<file path="src/rtl/uart_pkg.sv">
// Shared UART constants and transmitter state encoding.
// The receive path uses the same bit timing.
package uart_pkg;
    localparam int CLK_HZ       = 12_000_000;
    localparam int BAUD         = 115200;
    localparam int CLKS_PER_BIT = CLK_HZ / BAUD;

    typedef enum logic [1:0] {
        IDLE  = 2'd0,
        START = 2'd1,
        DATA  = 2'd2,
        STOP  = 2'd3
    } tx_state_t;
endpackage

</file>
<file path="src/rtl/byte_fifo.sv">
// Synchronous byte FIFO with a registered occupancy count.
// A push while full is dropped, even if a pop happens on the same edge.
module byte_fifo #(
    parameter int DEPTH = 4,
    localparam int AW = $clog2(DEPTH)
) (
    input  logic          clk,
    input  logic          rst_n,
    input  logic          i_push,
    input  logic [7:0]    i_data,
    input  logic          i_pop,
    output logic [7:0]    o_data,
    output logic [AW:0]   o_count,
    output logic          o_full,
    output logic          o_empty
);
    logic [7:0]    r_mem [DEPTH];
    logic [AW-1:0] r_wr_ptr;
    logic [AW-1:0] r_rd_ptr;
    logic [AW:0]   r_count;
    logic          w_push;
    logic          w_pop;

    assign o_full  = (r_count == (AW+1)'(DEPTH));
    assign o_empty = (r_count == '0);
    assign o_count = r_count;
    assign o_data  = r_mem[r_rd_ptr];
    assign w_push  = i_push && !o_full;
    assign w_pop   = i_pop && !o_empty;

    always_ff @(posedge clk) begin
        if (!rst_n) begin
            r_wr_ptr <= '0;
            r_rd_ptr <= '0;
            r_count  <= '0;
        end else begin
            if (w_push) r_wr_ptr <= r_wr_ptr + 1'b1;
            if (w_pop)  r_rd_ptr <= r_rd_ptr + 1'b1;
            case ({w_push, w_pop})
                2'b10:   r_count <= r_count + 1'b1;
                2'b01:   r_count <= r_count - 1'b1;
                default: r_count <= r_count;
            endcase
        end
    end

    // Storage needs no reset; only the pointers and count define contents.
    always_ff @(posedge clk) begin
        if (w_push) r_mem[r_wr_ptr] <= i_data;
    end
endmodule

</file>
<file path="src/rtl/uart_tx_fifo.sv">
// 8N1 UART transmitter with a small byte FIFO in front of it.
//   state | meaning
//   IDLE  | line high, waiting for a buffered byte
//   START | start bit (low) for CLKS_PER_BIT clocks
//   DATA  | eight data bits, LSB first
//   STOP  | stop bit (high); chains into the next START if a byte is waiting
module uart_tx_fifo #(
    parameter int CLKS_PER_BIT = uart_pkg::CLKS_PER_BIT,
    parameter int FIFO_DEPTH   = 4
) (
    input  logic                          clk,
    input  logic                          rst_n,
    input  logic [7:0]                    in_data,
    input  logic                          in_valid,
    output logic                          in_ready,
    output logic                          tx,
    output logic                          busy,
    output logic [$clog2(FIFO_DEPTH):0]   fifo_count
);
    import uart_pkg::*;

    localparam int BW = $clog2(CLKS_PER_BIT);
    localparam logic [BW-1:0] BAUD_LAST = BW'(CLKS_PER_BIT - 1);

    tx_state_t     r_state;
    logic [BW-1:0] r_baud;
    logic [2:0]    r_bit;
    logic [7:0]    r_shift;
    logic          r_tx;
    logic          r_avail;
    logic          w_baud_end;
    logic          w_pop;
    logic          w_full;
    logic          w_empty;
    logic [7:0]    w_head;

    byte_fifo #(.DEPTH(FIFO_DEPTH)) u_fifo (
        .clk     (clk),
        .rst_n   (rst_n),
        .i_push  (in_valid),
        .i_data  (in_data),
        .i_pop   (w_pop),
        .o_data  (w_head),
        .o_count (fifo_count),
        .o_full  (w_full),
        .o_empty (w_empty)
    );

    assign in_ready   = !w_full;
    assign tx         = r_tx;
    assign busy       = (r_state != IDLE) || !w_empty;
    assign w_baud_end = (r_baud == BAUD_LAST);

    // IDLE starts on a registered copy of "FIFO non-empty", so a byte written
    // into an empty FIFO reaches the line two edges after it is accepted.
    assign w_pop = !w_empty &&
                   (((r_state == IDLE) && r_avail) || ((r_state == STOP) && w_baud_end));

    always_ff @(posedge clk) begin
        if (!rst_n) begin
            r_state <= IDLE;
            r_baud  <= '0;
            r_bit   <= '0;
            r_shift <= '0;
            r_tx    <= 1'b1;
            r_avail <= 1'b0;
        end else begin
            r_avail <= !w_empty;
            case (r_state)
                IDLE: begin
                    r_tx   <= 1'b1;
                    r_baud <= '0;
                    if (w_pop) begin
                        r_shift <= w_head;
                        r_tx    <= 1'b0;
                        r_state <= START;
                    end
                end
                START: begin
                    if (w_baud_end) begin
                        r_baud  <= '0;
                        r_bit   <= '0;
                        r_tx    <= r_shift[0];
                        r_state <= DATA;
                    end else begin
                        r_baud <= r_baud + 1'b1;
                    end
                end
                DATA: begin
                    if (w_baud_end) begin
                        r_baud <= '0;
                        if (r_bit == 3'd7) begin
                            r_tx    <= 1'b1;
                            r_state <= STOP;
                        end else begin
                            r_bit   <= r_bit + 1'b1;
                            r_shift <= r_shift >> 1;
                            r_tx    <= r_shift[1];
                        end
                    end else begin
                        r_baud <= r_baud + 1'b1;
                    end
                end
                STOP: begin
                    if (w_baud_end) begin
                        r_baud <= '0;
                        if (w_pop) begin
                            r_shift <= w_head;
                            r_tx    <= 1'b0;
                            r_state <= START;
                        end else begin
                            r_state <= IDLE;
                        end
                    end else begin
                        r_baud <= r_baud + 1'b1;
                    end
                end
                default: r_state <= IDLE;
            endcase
        end
    end
endmodule

</file>
<file path="config.mk">
export PLATFORM = sky130hd
export DESIGN_NAME = uart_tx_fifo
export DESIGN_NICKNAME = d
export VERILOG_FILES = /design/src/rtl/uart_pkg.sv /design/src/rtl/byte_fifo.sv /design/src/rtl/uart_tx_fifo.sv
export SDC_FILE = /design/constraint.sdc
export NUM_CORES = 1
export LEC_CHECK = 0
export ABC_AREA = 1
export BUFFER_PORTS_ARGS = -buffer_cell sky130_fd_sc_hd__buf_4
export CAP_MARGIN = 20
export CORE_AREA = 2 2 146 77
export CTS_CLUSTER_SIZE = 24
export DETAILED_ROUTE_END_ITERATION = 7
export DIE_AREA = 0 0 148 79
export SLEW_MARGIN = 20
export SYNTH_ARGS = -nofsm -noshare
export SYNTH_HDL_FRONTEND = slang
export SYNTH_SLANG_ARGS = --single-unit
</file>
<file path="constraint.sdc">
create_clock -name clk -period 2.8 [get_ports clk]
set_clock_uncertainty 0.05 [all_clocks]
set_input_delay 0.56 -clock clk [delete_from_list [all_inputs] [get_ports clk]]
set_output_delay 0.56 -clock clk [all_outputs]
set_load 0.02 [all_outputs]
</file>
Yosys cells after proc, flatten, opt, wreduce, memory -nomap -nowiden
Memory sizes are Yosys's and may differ from the RTL's. A register that Yosys moved wholly into a read port is not among the register bits.
Cells that the tools add are included.
{"block": "word_totals", "elab_cells": 81, "regBits": 29, "n_memories": 1, "out_inout_bits": 6, "ramBits": 32}
{"block": "op_classes", "mux": 30, "reduce_logical": 20, "add_sub_neg": 6, "n_eq_ne": 15}
{"name": "u_fifo.r_mem", "words": 4, "width": 8, "rd": 1, "rd_clocked_by_memory_dff": 1, "write_ports": 1, "line_no": "byte_fifo.sv:17", "text": "logic [7:0] r_mem [DEPTH];"}
{"cell": "$mux W8", "n": 4}
{"cell": "$pmux W8 S3", "n": 1}
{"cell": "$mux W2", "n": 7}
{"cell": "$pmux W7 S2", "n": 1}
{"cell": "$pmux W3 S2", "n": 2}
{"cell": "$reduce_and A4 Y1", "n": 3}
{"cell": "$ne A2 B2 Y1 const B", "n": 5}
{"cell": "$mux W1", "n": 9}
{"cell": "$mux W3", "n": 3}
{"cell": "$pmux W2 S4", "n": 1}
{"cell": "$add A7 B1 Y7 const B", "n": 1}
{"cell": "$eq A7 B7 Y1 const B", "n": 1}
{"cell": "$mux W7", "n": 1}
{"cell": "$add A3 B1 Y3 const B", "n": 2}
{"cell": "$eq A2 B2 Y1 const B", "n": 3}
{"cell": "$eq A3 B3 Y1 const B", "n": 2}
{"cell": "$reduce_bool A2 Y1", "n": 3}
{"cell": "$logic_and A1 B1 Y1", "n": 5}
{"cell": "$reduce_and A5 Y1", "n": 1}
{"cell": "$add A2 B1 Y2 const B", "n": 2}
{"cell": "$eq A2 B1 Y1 const B", "n": 2}
{"cell": "$ne A2 B1 Y1 const B", "n": 2}
{"cell": "$pmux W1 S4", "n": 1}
{"cell": "$logic_not A3 Y1", "n": 1}
{"cell": "other kinds (6)", "n": 8}

Depth between registers and ports, before layout
Gate-level depths: netlist (run 1).
{"block": "logic_depth", "word_depth": 7, "mapped_depth": 12}

Cells and area by module
A second synthesis (run 1) with hierarchy kept.
{"block": "unflattened", "cells_unflattened": 323, "area_unflattened_um2": 2912.8}
{"module": "byte_fifo", "cells_per_inst": 146, "area_each_um2": 1691.6, "instances": 1}
{"module": "uart_tx_fifo", "cells_per_inst": 177, "area_each_um2": 1221.2, "instances": 1}

Worst setup path before layout (run 1)
No wires, ideal clock.
{"block": "synth_path", "path_kind": "flip-flop to flip-flop", "from": "reg u_fifo.r_count[0], in the netlist u_fifo.o_count[0]", "to": "reg u_fifo.r_count[2], in the netlist u_fifo.o_count[2]", "setup_time_ps": 132, "path_buffers": 0, "required_time_ps": 2618, "t_arrival_ps": 2033, "slack_ps": 585, "synth_period_minus_slack_ps": 2215, "stages_incl_launch_ff": 9, "cell_sequence": "dfxtp_1 -> inv_1 -> nand3_1 -> nand2_1 -> ha_1 -> fa_1 -> o21a_1 -> o21ai_0 -> a21oi_1"}
{"block": "synth_via", "word_cells_on_any_way": 13, "cone_classes": "add/sub (2); eq/ne (3); mux (1); reduce/logical (7)"}
{"element": "from (decl)", "line_no": "byte_fifo.sv:20", "text": "logic [AW:0] r_count;"}
{"element": "from (signal assigned)", "line_no": "byte_fifo.sv:40", "text": "2'b10: r_count <= r_count + 1'b1;"}
{"element": "from (signal assigned)", "line_no": "byte_fifo.sv:41", "text": "2'b01: r_count <= r_count - 1'b1;"}
{"element": "from (signal assigned)", "line_no": "byte_fifo.sv:42", "text": "default: r_count <= r_count;"}
{"element": "$eq A3 B3 Y1 (*)", "line_no": "byte_fifo.sv:24", "text": "assign o_full = (r_count == (AW+1)'(DEPTH));"}
{"element": "$logic_not A1 Y1 (*)"}
{"element": "named net in_ready", "line_no": "uart_tx_fifo.sv:15", "text": "output logic in_ready,"}
{"element": "$logic_and A1 B1 Y1 (*)", "line_no": "byte_fifo.sv:28", "text": "assign w_push = i_push && !o_full;"}
{"element": "$eq A2 B1 Y1 or $eq A2 B2 Y1 (tied branches)", "line_no": "byte_fifo.sv:39", "text": "case ({w_push, w_pop})"}
{"element": "$pmux W3 S2 or $reduce_bool A2 Y1 (tied branches)"}
The timed path passes the listed nets; every way through them passes the cells marked *.
A chain may end at the register's enable or synchronous reset.

Final worst setup path (run 1)
{"block": "layout_path", "from": "reg r_state[0]", "to": "reg u_fifo.r_count[2], in the netlist u_fifo.o_count[2]"}
{"block": "layout_via", "elab_chain_len": 7, "word_cells_on_any_way": 11, "cone_classes": "eq/ne (3); mux (1); reduce/logical (7)"}
{"element": "from (decl)", "line_no": "uart_tx_fifo.sv:25", "text": "tx_state_t r_state;"}
{"element": "from (signal assigned)", "line_no": "uart_tx_fifo.sv:61", "text": "r_state <= IDLE;"}
{"element": "from (signal assigned)", "line_no": "uart_tx_fifo.sv:76", "text": "r_state <= START;"}
{"element": "from (signal assigned)", "line_no": "uart_tx_fifo.sv:84", "text": "r_state <= DATA;"}
{"element": "$eq A2 B2 Y1 or $logic_not A2 Y1 (tied branches)", "line_no": "uart_tx_fifo.sv:57", "text": "(((r_state == IDLE) && r_avail) || ((r_state == STOP) && w_baud_end));"}
{"element": "$logic_and A1 B1 Y1", "line_no": "uart_tx_fifo.sv:57"}
{"element": "$logic_or A1 B1 Y1 (*)", "line_no": "uart_tx_fifo.sv:57"}
{"element": "$logic_and A1 B1 Y1 (*)", "line_no": "uart_tx_fifo.sv:56", "text": "assign w_pop = !w_empty &&"}
{"element": "$logic_and A1 B1 Y1 (*)", "line_no": "byte_fifo.sv:29", "text": "assign w_pop = i_pop && !o_empty;"}
{"element": "$eq A2 B1 Y1 or $eq A2 B2 Y1 (tied branches)", "line_no": "byte_fifo.sv:39"}
{"element": "$pmux W3 S2 or $reduce_bool A2 Y1 (tied branches)"}
Mark *: on every way between the ends. The rest lies on a longest branch, timed or not.

==> run_results.csv, run 1 <==
group,metric,value,unit
outcome,status,"finished clean",
synth,yosysWarnings,0,
timing,fin_crit,2.35,ns
synth,syn-num-nets,359,
synth,ys_seq_area_frac,0.521,
cts,post_cts_resize_count,0,
critical_path,rr_worst_depth,10,
timing,rsz0062_at_grt,"false",
synth,synth.top_cell.area_share,0.316,
flow_run,max_cap_violations,0,
route,wirelength,5980,µm
final_layout,diodes,0,
synth,synthTopCellsByArea,"edfxtp_1 32%, dfxtp_1 20%, nand2_1 11%",
pwr,ir_worst_vdd,508,µV
floorplan,chipHeight,79,µm
placed_design,place.port_buffers,16,
synth,synth_cells,333,
timing,finalSetupViolCount,0,
placed_design,routabilityCongestion,0.788,
route,drt_pre_antenna_iters,4,
placed_design,dp_hpwl,4370,µm
critical_path,cp.required,3.01,ns
grt,grt_use_total,0.110,
synth,avgSynthCellArea,9.12,µm²
synth,synth_top_area_cell,"edfxtp_1",
final_layout,fin_util,0.345,
cts,cts.sinks,63,
placed_design,dpl.cell_count,491,
floorplan,io_pins,17,
grt,grt_overflow_total,0,
final_layout,num-nets-final,383,
critical_path,cp-start-kind,"flip-flop",
grt,grt_max_degree,19,
synth,syn_area,3040,µm²
synth,ys_types,33,
critical_path,crit_path_end_kind,"flip-flop",
worst_hold_path,hp-class,"input port to flip-flop",
cts,numCtsBuffers,9,
timing,max-slew-margin-rel,0.690,
cts,clk_latency,0.33,ns
cts,htree_num_levels,3,
timing,timing.hold.ws,0.387,ns
pwr,p_per_area,942,nW/µm²
timing,drv_slew,0,
critical_path,cp-startpoint,"r_state[0]$_SDFFE_PN0P_",
synth,synth_ff_type,"edfxtp_1",
cts,cts_hold_buffers,0,
route,wl_per_cell,11.8,µm
final_layout,syn_to_final_growth,19.6,%
route,vias,2190,
route,drc,0,
timing,max_freq,425,MHz
floorplan,die_w,148,µm
grt,grt_pass1_vias,2037,
critical_path,critical_path_class,"flip-flop to flip-flop",
route,drt_first_iter_violations,146,
timing,worstMarginPinSlew,0.464,ns
worst_hold_path,hold_depth,1,
floorplan,rows,27,
floorplan,core,10500,µm²
cts,clk_pin_slew,0.06,ns
timing,finalCritPeriodShare,0.840,
floorplan,start_util,0.288,
timing,fin_tns_setup,0,ns
synth,ys_seq_elements,63,
cts,clock-root-buffer,"clkbuf_16",
grt,grt_pass1_wl,9890,µm
critical_path,r2r_start,"r_state[0]$_SDFFE_PN0P_",
cts,cts_tree,"built",
grt,antenna_found_initial,0,
route,postRouteAntennaNets,0,
timing,hold_viol_final,0,
critical_path,cp.arrival,2.56,ns
final_layout,final_common_cell,"nand2_1",
pwr,leakage,1.54,nW
route,viasPerCell,4.32,
floorplan,fp.dieArea,11700,µm²
cts,clock_path_buffers,2,
synth,synthArstFlopShare,0,
final_layout,fill_cells,1074,
final_layout,drive_gt1_frac,0.169,
critical_path,worstPathMaxFanout,5,
worst_hold_path,min-delay-start,"in_data[2]",
final_layout,final_cells,507,
synth,synth_edf_count,32,
cts,postCtsSetupRepairBufs,0,
final_layout,mostFrequentLayoutCells,"90 x nand2_1, 34 x nor2_1, 32 x edfxtp_1",
==> power breakdown <==
part	switching [mW]	internal [mW]	total [mW]
clock network	0.412	0.785	1.20
registers	0.0921	1.11	1.20
logic	0.659	0.368	1.03
==> area by class of cell <==
cell class / instances / area (µm²) / area share
repair buffers: 22 / 165 / 0.0455
inverters: 32 / 120 / 0.0331
clock buffers: 10 / 229 / 0.0630
well taps: 145 / 181 / 0.0499
clock inverters: 6 / 92.6 / 0.0255
flip-flops and latches: 63 / 1580 / 0.435
multi-input cells: 229 / 1260 / 0.348
==> flip-flops by register name, indices dropped and copies added (netlist names), named ones only <==
register	flops
r_bit	3
u_fifo.r_wr_ptr	2
r_baud	7
r_shift	8
r_state	2
u_fifo.r_rd_ptr	2
r_avail	1
u_fifo.r_mem	32
tx	1
u_fifo.o_count	3
==> cells by family after synthesis <==
family	synth area share
xor gates and xnor gates	0.00288
and+or+nand+nor	0.248
AOI/OAI and AO/OA	0.100
buffers and inverters	0.0634
DFF	0.521
adders and majority gates	0.0643
==> metal layers <==
metal / share of wire / vias to the layer above / track usage / wire (µm)
met3: 0.043 / 6 / 0.0402 / 258
met5: 0 / - / 0 / 0
met4: 0.011 / 0 / 0.0486 / 65
li1: - / 1136 / - / -
met1: 0.55 / 1011 / 0.159 / 3320
met2: 0.39 / 37 / 0.145 / 2340
==> worst max-delay path: stages (launching register included) <==
cell	delay, ns
dfxtp_1	0.42
inv_1	0.14
ha_1	0.26
nand2_1	0.17
a21oi_2	0.12
ha_1	0.24
fa_1	0.40
a21oi_1	0.15
o21a_1	0.15
o21ai_0	0.08
a21oi_1	0.11
==> final timing paths <==
path / slack [ns] / end
setup reg to reg: 0.45 / u_fifo.o_count[2]$_SDFFE_PN0P_
hold / removal: 0.39 / u_fifo.r_mem[0][2]$_DFFE_PP_
setup / recovery: 0.45 / u_fifo.o_count[2]$_SDFFE_PN0P_
hold reg to reg: 0.40 / r_baud[0]$_SDFF_PP0_
==> synth_stat cells (2+ instances only) <==
cell	instances
dfxtp_1	31
inv_2	3
nand2_1	90
nor2_1	34
nor2_2	2
nand3_4	2
inv_1	29
ha_1	14
a21boi_0	6
o21a_1	2
o21ai_0	7
a21oi_2	10
o21ai_1	6
buf_2	3
nand3_1	24
clkbuf_1	3
nand2_4	4
nand3b_1	2
edfxtp_1	32
nor3_1	2
a21oi_1	15
==> through the flow <==
step | cell area (µm²) | setup WS [ns] | power [mW]
after floorplan | 3040 | 0.585 | 2.05
after CTS | 3630 | 0.459 | 3.46
final | 3630 | 0.447 | 3.42
after global placement | 3310 | 0.573 | 2.23
after global routing | 3630 | 0.269 | 3.66
after detailed placement | 3310 | 0.496 | 2.24
(Power assumes the default switching activity.)
==> inputs of run 2 (changes only) <==
==> constraint.sdc (replaced) <==
create_clock -name clk -period 1.9 [get_ports clk]
set_clock_uncertainty 0.05 [all_clocks]
set_input_delay 0.38 -clock clk [delete_from_list [all_inputs] [get_ports clk]]
set_output_delay 0.38 -clock clk [all_outputs]
set_load 0.02 [all_outputs]
==> run 2 against run 1 <==
Effect of this change: non-clock buffer count increased by 19; clock power rose by 43%; critical path depth did not move; sequential power is 48% higher; critical endpoint unchanged; via count up 5.3%; final cell count grew 3.7%; die area stayed put; sequential share of layout area decreased by 2.0 points; largest cell class unchanged; fmax rose by 25%.
==> run_results.csv, run 2 (synthesized netlist as in run 1, its figures left out) <==
group,metric,value,unit
cts,clock-root-buffer,"clkbuf_16",
timing,finalSetupViolCount,0,
route,drt_first_iter_violations,113,
floorplan,fp.dieArea,11700,µm²
critical_path,worstPathMaxFanout,3,
timing,worstMarginPinSlew,0.300,ns
worst_hold_path,hold_depth,1,
timing,hold_viol_final,0,
cts,numCtsBuffers,9,
route,drt_pre_antenna_iters,5,
grt,grt_pass1_wl,9940,µm
cts,cts_hold_buffers,0,
cts,htree_num_levels,3,
critical_path,r2r_start,"r_state[0]$_SDFFE_PN0P_",
critical_path,critPathMaxStageDelay,0.37,ns
route,wl_per_cell,11.5,µm
pwr,leakage,1.63,nW
timing,setup_ws,0.0167,ns
timing,max_freq,531,MHz
critical_path,crit_path_end_kind,"flip-flop",
cts,clk_latency,0.33,ns
route,viasPerCell,4.38,
critical_path,crit_slowest_cell,"dfxtp_1",
critical_path,critPathTopFamily,"adder cells",
critical_path,cp_common_cell,"a21oi_1",
grt,grt_pass1_vias,2036,
critical_path,cp.required,2.11,ns
critical_path,r2r_slack,0.02,ns
floorplan,rows,27,
critical_path,cp.arrival,2.10,ns
critical_path,cp-startpoint,"r_state[0]$_SDFFE_PN0P_",
floorplan,core,10500,µm²
critical_path,cp-start-kind,"flip-flop",
critical_path,critical_path_depth,10,
timing,fin_tns_setup,0,ns
timing,finalCritPeriodShare,0.991,
route,drc,0,
grt,antenna_found_initial,0,
worst_hold_path,min-delay-start,"in_data[2]",
cts,clk_pin_slew,0.05,ns
final_layout,top_register,"u_fifo.r_mem",
cts,clock_path_buffers,2,
pwr,p_per_area,1380,nW/µm²
placed_design,dp_hpwl,4430,µm
timing,drv_slew,0,
critical_path,critical_path_class,"flip-flop to flip-flop",
placed_design,place.port_buffers,16,
final_layout,reg.largest.list,"u_fifo.r_mem: 32 flops, r_shift: 8 flops, r_baud: 7 flops",
timing,max-slew-margin-rel,0.800,
critical_path,r2r-end,"u_fifo.o_count[2]$_SDFFE_PN0P_",
cts,cts.sinks,63,
critical_path,critPathBufInv,1,
floorplan,chipHeight,79,µm
timing,rsz0062_at_grt,"true",
route,postRouteAntennaNets,0,
final_layout,syn_to_final_growth,25.9,%
final_layout,num-nets-final,402,
final_layout,largest_register_ff_count,32,
pwr,ir_worst_vdd,886,µV
timing,fin_crit,1.88,ns
grt,grt_overflow_total,0,
floorplan,start_util,0.288,
final_layout,diodes,0,
grt,grt_use_total,0.112,
final_layout,final_common_cell,"nand2_1",
critical_path,rr_worst_depth,10,
placed_design,routabilityCongestion,0.829,
worst_hold_path,whs_endpoint,"u_fifo.r_mem[1][2]$_DFFE_PP_",
floorplan,die_w,148,µm
cts,cts_tree,"built",
final_layout,drive_gt1_frac,0.239,
worst_hold_path,hp-class,"input port to flip-flop",
flow_run,max_cap_violations,0,
placed_design,pre_cts_slack,0.0217,ns
critical_path,crit_chain,"inv_2 -> ha_2 -> nand2_2 -> a21oi_4 -> ha_4 -> fa_1 -> a21oi_1 -> o21a_1 -> o21ai_0 -> a21oi_1",
route,vias,2306,
grt,grt_max_degree,23,
final_layout,mostFrequentLayoutCells,"88 x nand2_1, 40 x buf_4, 34 x nor2_1",
outcome,status,"finished clean",
final_layout,fill_cells,1079,
route,wirelength,6070,µm
floorplan,io_pins,17,
[run 2: cell count changes in the layout (fill, tap and decap cells not counted), moves of 2 or more]
cell,previous run,this run
inv_2,3,5
nand2_2,0,2
clkbuf_1,1,3
nand2_1,90,88
inv_1,29,27
ha_4,0,2
clkinvlp_4,2,0
dfxtp_2,0,5
inv_6,2,0
buf_4,22,40
dfxtp_1,31,26
ha_1,14,11
clkinv_2,0,2
[run 2: power breakdown]
part	internal (mW)	switching (mW)
Clock	1.14	0.576
Sequential	1.64	0.126
Combinational	0.755	1.04
[run 2: worst max-delay path by stage]
stage / end / slack (ns)
6_report: u_fifo.o_count[2]$_SDFFE_PN0P_ / 0.02
5_1_grt: u_fifo.o_count[2]$_SDFFE_PN0P_ / -0.08
4_1_cts: u_fifo.o_count[2]$_SDFFE_PN0P_ / 0.01
3_5_place_dp: u_fifo.o_count[1]$_SDFFE_PN0P_ / 0.02
3_3_place_gp: u_fifo.o_count[2]$_SDFFE_PN0P_ / 0.02
2_1_floorplan: u_fifo.o_count[2]$_SDFFE_PN0P_ / -0.04
[run 2: cell type report]
type / instances / area, µm² / share of cell area
clock inverter: 4 / 70.1 / 0.0183
inverter: 32 / 120 / 0.0314
clock buffer: 12 / 236 / 0.0618
timing repair buffer: 41 / 320 / 0.0837
multi-input combinational: 229 / 1310 / 0.342
tap: 145 / 181 / 0.0474
sequential: 63 / 1590 / 0.415
[run 2: per-stage QoR]
| stage | utilization | power, mW | hold slack (ns) | area [µm²] | cells |
|---|---|---|---|---|---|
| final | 0.363 | 5.28 | 0.199 | 3820 | 526 |
| after global routing | 0.363 | 5.60 | 0.189 | 3820 | 526 |
| after floorplan | - | 3.08 | 0.370 | 3090 | 333 |
| after global placement | 0.332 | 3.48 | 0.406 | 3500 | 509 |
| after CTS | 0.361 | 5.25 | 0.187 | 3800 | 525 |
| after detailed placement | 0.332 | 3.51 | 0.425 | 3500 | 509 |
[run 2: timing repair]
item | 4_1_cts | 5_1_grt
setup buffers | 0 | 1
endpoints found under the setup margin | 0 | 10
gates resized for setup | 0 | 1
endpoints found under the hold margin | 0 | 0
[run 2: routing by layer]
metal,track usage,share of wire,vias to the layer above
met4,0.0314,0.012,0
li1,-,-,1176
met1,0.153,0.53,1073
met5,0,0,-
met3,0.0517,0.063,10
met2,0.157,0.40,47
[run 2: worst register-to-register path, stage by stage, from the launching register on]
cell and delay [ns]:
dfxtp_1 0.37, inv_2 0.05, ha_2 0.19, nand2_2 0.09
a21oi_4 0.07, ha_4 0.16, fa_1 0.37, a21oi_1 0.13
o21a_1 0.14, o21ai_0 0.07, a21oi_1 0.12
